<file path="src/rtl/data_mem_ctrl.sv">
`default_nettype none
// ============================================================================
// Module  : data_mem_ctrl
// Brief   : Clocked data memory with valid/ready request port, registered
//           response, reset-time init sweep and saturating error counter.
// Revision: 1.0
// ============================================================================
module data_mem_ctrl #(
  parameter int                DATA_W   = 8,
  parameter int                ADDR_W   = 8,
  parameter int                DEPTH    = 100,
  parameter logic [DATA_W-1:0] INIT_VAL = '0,
  parameter int                ERRCNT_W = 8
) (
  input  logic                clock,
  input  logic                reset,
  input  logic                req_valid,
  output logic                req_ready,
  input  logic                req_write,
  input  logic [ADDR_W-1:0]   req_addr,
  input  logic [DATA_W-1:0]   req_wdata,
  output logic                rsp_valid,
  output logic [DATA_W-1:0]   rsp_data,
  output logic                rsp_err,
  output logic                init_busy,
  output logic [ERRCNT_W-1:0] err_count
);

  localparam int                c_idx_w = (DEPTH > 1) ? $clog2(DEPTH) : 1;
  localparam logic [ADDR_W:0]   c_depth = (ADDR_W+1)'(DEPTH);
  localparam logic [c_idx_w-1:0] c_last = c_idx_w'(DEPTH - 1);

  typedef enum logic [0:0] {
    S_INIT = 1'b0,
    S_RUN  = 1'b1
  } state_t;

  state_t                r_state;
  state_t                w_state_next;
  logic [c_idx_w-1:0]    r_ptr;
  logic [DATA_W-1:0]     r_mem [DEPTH];
  logic                  r_rsp_valid;
  logic [DATA_W-1:0]     r_rsp_data;
  logic                  r_rsp_err;
  logic [ERRCNT_W-1:0]   r_err_count;
  logic                  w_accept;
  logic                  w_in_range;
  logic [c_idx_w-1:0]    w_idx;

  // Reset masks the port immediately so a request on a reset edge is never taken.
  always_comb begin
    w_state_next = r_state;
    req_ready    = 1'b0;
    init_busy    = 1'b1;
    case (r_state)
      S_INIT: begin
        if (r_ptr == c_last) w_state_next = S_RUN;
      end
      S_RUN: begin
        req_ready = ~reset;
        init_busy = reset;
      end
      default: w_state_next = S_INIT;
    endcase
  end

  always_ff @(posedge clock) begin
    if (reset) r_state <= S_INIT;
    else       r_state <= w_state_next;
  end

  assign w_accept   = req_valid & req_ready;
  assign w_in_range = ({1'b0, req_addr} < c_depth);
  assign w_idx      = req_addr[c_idx_w-1:0];

  always_ff @(posedge clock) begin
    if (reset)                                  r_ptr <= '0;
    else if (r_state == S_INIT && r_ptr != c_last) r_ptr <= r_ptr + 1'b1;
  end

  always_ff @(posedge clock) begin
    if (!reset) begin
      if (r_state == S_INIT)                          r_mem[r_ptr] <= INIT_VAL;
      else if (w_accept && req_write && w_in_range)  r_mem[w_idx] <= req_wdata;
    end
  end

  // Load data is read before the same-edge store lands, so it reflects prior contents.
  always_ff @(posedge clock) begin
    if (reset) begin
      r_rsp_valid <= 1'b0;
      r_rsp_data  <= '0;
      r_rsp_err   <= 1'b0;
      r_err_count <= '0;
    end else begin
      r_rsp_valid <= w_accept;
      if (w_accept) begin
        if (w_in_range) begin
          r_rsp_err  <= 1'b0;
          r_rsp_data <= req_write ? req_wdata : r_mem[w_idx];
        end else begin
          r_rsp_err  <= 1'b1;
          r_rsp_data <= '0;
          if (r_err_count != '1) r_err_count <= r_err_count + 1'b1;
        end
      end
    end
  end

  assign rsp_valid = r_rsp_valid;
  assign rsp_data  = r_rsp_data;
  assign rsp_err   = r_rsp_err;
  assign err_count = r_err_count;

endmodule
`default_nettype wire

</file>
<file path="config.mk">
export PLATFORM = sky130hd
export DESIGN_NAME = data_mem_ctrl
export DESIGN_NICKNAME = d
export VERILOG_FILES = /design/src/rtl/data_mem_ctrl.sv
export SDC_FILE = /design/constraint.sdc
export NUM_CORES = 1
export LEC_CHECK = 0
export ABC_CLOCK_PERIOD_IN_PS = 13200
export CORE_MARGIN = 2
export CORE_UTILIZATION = 30
export CTS_CLUSTER_SIZE = 28
export DETAILED_ROUTE_END_ITERATION = 8
export MAX_ROUTING_LAYER = met4
export PLACE_DENSITY_LB_ADDON = 0.1
export SLEW_MARGIN = 20
export SYNTH_ARGS = -nofsm -noshare
export SYNTH_HDL_FRONTEND = slang
export SYNTH_SLANG_ARGS = --single-unit
</file>
<file path="constraint.sdc">
create_clock -name clock -period 13.2 [get_ports clock]
set_input_delay 3.3 -clock clock [delete_from_list [all_inputs] [get_ports clock]]
set_output_delay 3.3 -clock clock [all_outputs]
set_load 0.05 [all_outputs]
</file>
Word level (Yosys, flattened, before mapping). Memory sizes are Yosys's and may differ from the RTL's. Index checks and enable logic that the tools add are counted. Widths: inputs -> output; s select.

Logic and storage cells: 39. Latch bits: 0. Bits in registers: 26. Memories: 1. Memory bits (writable): 800. ROM bits: 0. Bits of input ports: 20.

Memory list: r_mem (words 100, bits a word 8, rd ports 1, clocked after memory_dff 0, write ports 1, line 41) `logic [DATA_W-1:0] r_mem [DEPTH];`.

Bitwise logic cells: 4. Divide/modulo/power cells: 0. $mul: 0. Add/sub/neg operators: 2. Mux-type cells: 17. Reduce and logical (&&, ||, !) cells: 5. Shift-type cells: 0. Equality and inequality tests: 3. Order comparisons: 1.

Operators by type and width (count): $mux 8 (3); $mux 1 (13); $add 8x1->8 const B (1); $lt 8x7->1 const B (1); $ne 8x8->1 const B (1); $reduce_or 8->1 (1); $add 7x1->7 const B (1); $eq 7x7->1 const B (1); $mux 7 (1); $ne 7x7->1 const B (1); $logic_and 1x1->1 (3); $not 1->1 (3); $reduce_and 3->1 (1); $and 1x1->1 (1).

Logic depth before layout (Yosys ltp).
Depth after elaboration: 11. Gate-level depth with buffers: 12. Gate-level depth less buffers: 8.

Least setup slack after synthesis. OpenSTA, ideal clock, no wires.

Path type: input -> output. From: input reset. To: output init_busy. Slack: 5560 ps. Arrival: 4340 ps. Required time: 9900 ps. Cell stages on the path: 3. Path through: buf_4 > nor2b_2 > inv_1.

Word-level cells in the longest chain between the ends: 1.

Ends and longest elaborated chain: from (decl) (line 16) `input logic reset,`; $mux 1 (line 55) `case (r_state)`; to (decl) (line 25) `output logic init_busy,`.

No other way between the ends.

Final worst setup path. Ends and elaborated chain as after synthesis.

==> flow_summary.yaml <==
synthesis:
  yosysWarnings: 0
  synthTopCellsByArea: "edfxtp_1, mux4_2, mux2i_1, dfxtp_1, nor2_1"
  netlist_top_cells_count: "edfxtp_1, mux2i_1, nor2_1, mux4_2, nand2_1"
  synth_top_area_share_pct: 73.5
  yosysTopAreaCell: "edfxtp_1"
  synth.cell_area_um2: 32700
  synth-seq-cells: 826
  synthDistinctLibCells: 65
  syn_area_per_cell_um2: 19.0
  synth_edf_count: 800
  async_flop_share_pct: 0
  ys_seq_area_share_pct: 75.1
  synth.most_common_cell: "edfxtp_1"
  yosys_most_used_dff: "edfxtp_1"
  synth_fp_nets: 1741
  syn_inst: 1719
die:
  std_cell_rows: 121
  die_x_um: 334
  initial_utilization_pct: 30.2
  die_area_um2: 112000
  die_h_um: 334
  ios: 40
  core_area_um2: 108000
global_routing:
  grt_util_met3_pct: 2.36
  grt_util_met2_pct: 25.7
  grt_max_degree: 103
  busiest_layer: "met2"
  grt_pass1_vias: 16800
  grt_pass1_wl_um: 128000
  antenna_found_initial: 0
  gr-total-overflow: 0
  track_usage_pct: 16.6
  met1_usage_pct: 23.0
cts:
  cts_tree: "done"
  cts_repair_resize_count: 0
  cts_sinks: 826
  cts_root_buffer: "clkbuf_16"
  ctsHoldBuffers: 0
  clk_pin_slew_worst_paths_ns: 0.06
  cts_max_level: 3
  cts_buffer_depth: 3
  cts_buffers: 92
  cts_setup_buffers: 0
  clk_latency_ns: 0.67
setup_path:
  critPathBufInv: 4
  crit_type: "in -> out"
  crit_slowest_cell: "clkdlybuf4s50_1"
  path_cells: "clkdlybuf4s50_1, buf_4, nor2b_2, inv_1, clkdlybuf4s50_1"
  cp.arrival_ns: 5.08
  path_delay_family: "buffers and inverters"
  cp-end-kind: "output port"
  cp-start-kind: "input port"
  crit_fanout: 28
  critPathMaxStageDelay_ns: 0.80
  cpMostUsedCell: "clkdlybuf4s50_1"
  worstPathRequired_ns: 9.90
timing:
  max_clock_freq_ghz: 0.119
  finalSetupTns_ns: 0
  setup_violations: 0
  fin_ws_ns: 4.82
  hold_ws_ns: 0.525
  relSlewSlack_pct: 19.7
  rsz0062_at_grt: "false"
  finalHoldViolCount: 0
  period_needed_ns: 8.38
  fin_crit_sh_pct: 63.5
  worst_slew_pin_slew_ns: 1.20
  finClkSkew_ns: 0.0366
  slew_violations: 0
detailed_routing:
  first_iter_violations: 1309
  ant_nets: 0
  vias: 16200
  vias_per_cell: 4.95
  remaining_drc_errors: 0
  dr.pass1.iters: 5
  wl_per_cell_um: 27.4
  routed_wl_um: 89900
power_and_ir_drop:
  ir_drop_uv: 100
  p_leak_nw: 12.4
  cellPowerDensity_nw_per_um2: 148
placement:
  place_inst: 3113
  dp_hpwl_um: 55800
  io_buffers: 39
  place.gp.congestion: 0.835
  place_ws_ns: 4.82
job:
  max_cap_viol_count: 0
hold_path:
  hp-class: "reg -> reg"
layout:
  nNetsFinal: 1815
  fillers: 10200
  area_growth_pct: 14.4
  diodes: 0
  layout.cells.non_filler: 3282
  drive_gt1_share_pct: 17.5
  regArea_um2: 24500
  multiInputGateArea_um2: 7500
outcome:
  outcome: "finished, final reports clean"
## state kept, by name, indices dropped and copies added, names as in the netlist
register	count
rsp_valid	1
r_ptr	7
rsp_data	8
err_count	8
r_state	1
r_mem	800
rsp_err	1
## per-stage QoR
step	util, %	total power, mW	area (um2)
after floorplan	-	3.04	32700
after global placement	31.8	3.11	34500
after detailed placement	31.8	3.11	34500
after CTS	34.5	5.61	37400
after global routing	34.5	5.72	37400
final	34.5	5.54	37400
## worst paths after layout
check        slack [ns]  cells past startpoint    start            to
max reg2reg        8.65                      8  r_state  r_mem[92][7]
max                4.82                      5    reset     init_busy
min reg2reg        0.52                      2  rsp_err       rsp_err
min                0.52                      2  rsp_err       rsp_err
## where the power goes
| group | leakage, nW | switching, mW | internal [mW] |
|---|---|---|---|
| Clock | 1.40 | 1.03 | 1.46 |
| Sequential | 8.06 | 0.00229 | 2.84 |
| Combinational | 2.91 | 0.136 | 0.0780 |
| Total | 12.4 | 1.17 | 4.37 |
## placed cells by master (no fill, tap or decap), drive strengths merged, types with 17 or more instances in the layout
cell / instances
clkinv: 37
dfxtp: 26
o221ai: 17
a211oi: 18
edfxtp: 800
nand2: 78
clkbuf: 121
mux4: 129
buf: 39
a22oi: 41
o22ai: 36
clkdlybuf4s50: 35
nor2: 137
mux2i: 158
a21oi: 30
## metal layers
metal	routed length, um	part of all wire, %
met1	42000	47
met2	42600	47
met3	3770	4.2
met4	1620	1.8
met5	0	0
## worst register-to-register path, delay by kind of cell, from the launching register on
family / cells / cell delay [ns]
AOI/OAI and AO/OA: 1 / 0.16
DFF: 1 / 0.51
buffers and inverters: 1 / 0.16
and+or+nand+nor: 6 / 3.31
## cell families after synthesis
family	share of synthesized area, %
buffers and inverters	2.09
adder cells (fa/ha/maj)	0.0765
multiplexers	14.1
AND/OR/NAND/NOR	3.78
AO/OA/AOI/OAI	4.59
XOR/XNOR	0.322
flip-flops	75.1
## final cells by class
cell class | count | share of cell area, %
flip-flops and latches | 826 | 65.6
multi-input cells | 793 | 20.1
clock buffers | 121 | 6.56
well taps | 1414 | 4.73
repair buffers | 74 | 1.77
clock inverters | 48 | 1.18
inverters | 6 | 0.0602
(Power assumes the default switching activity.)
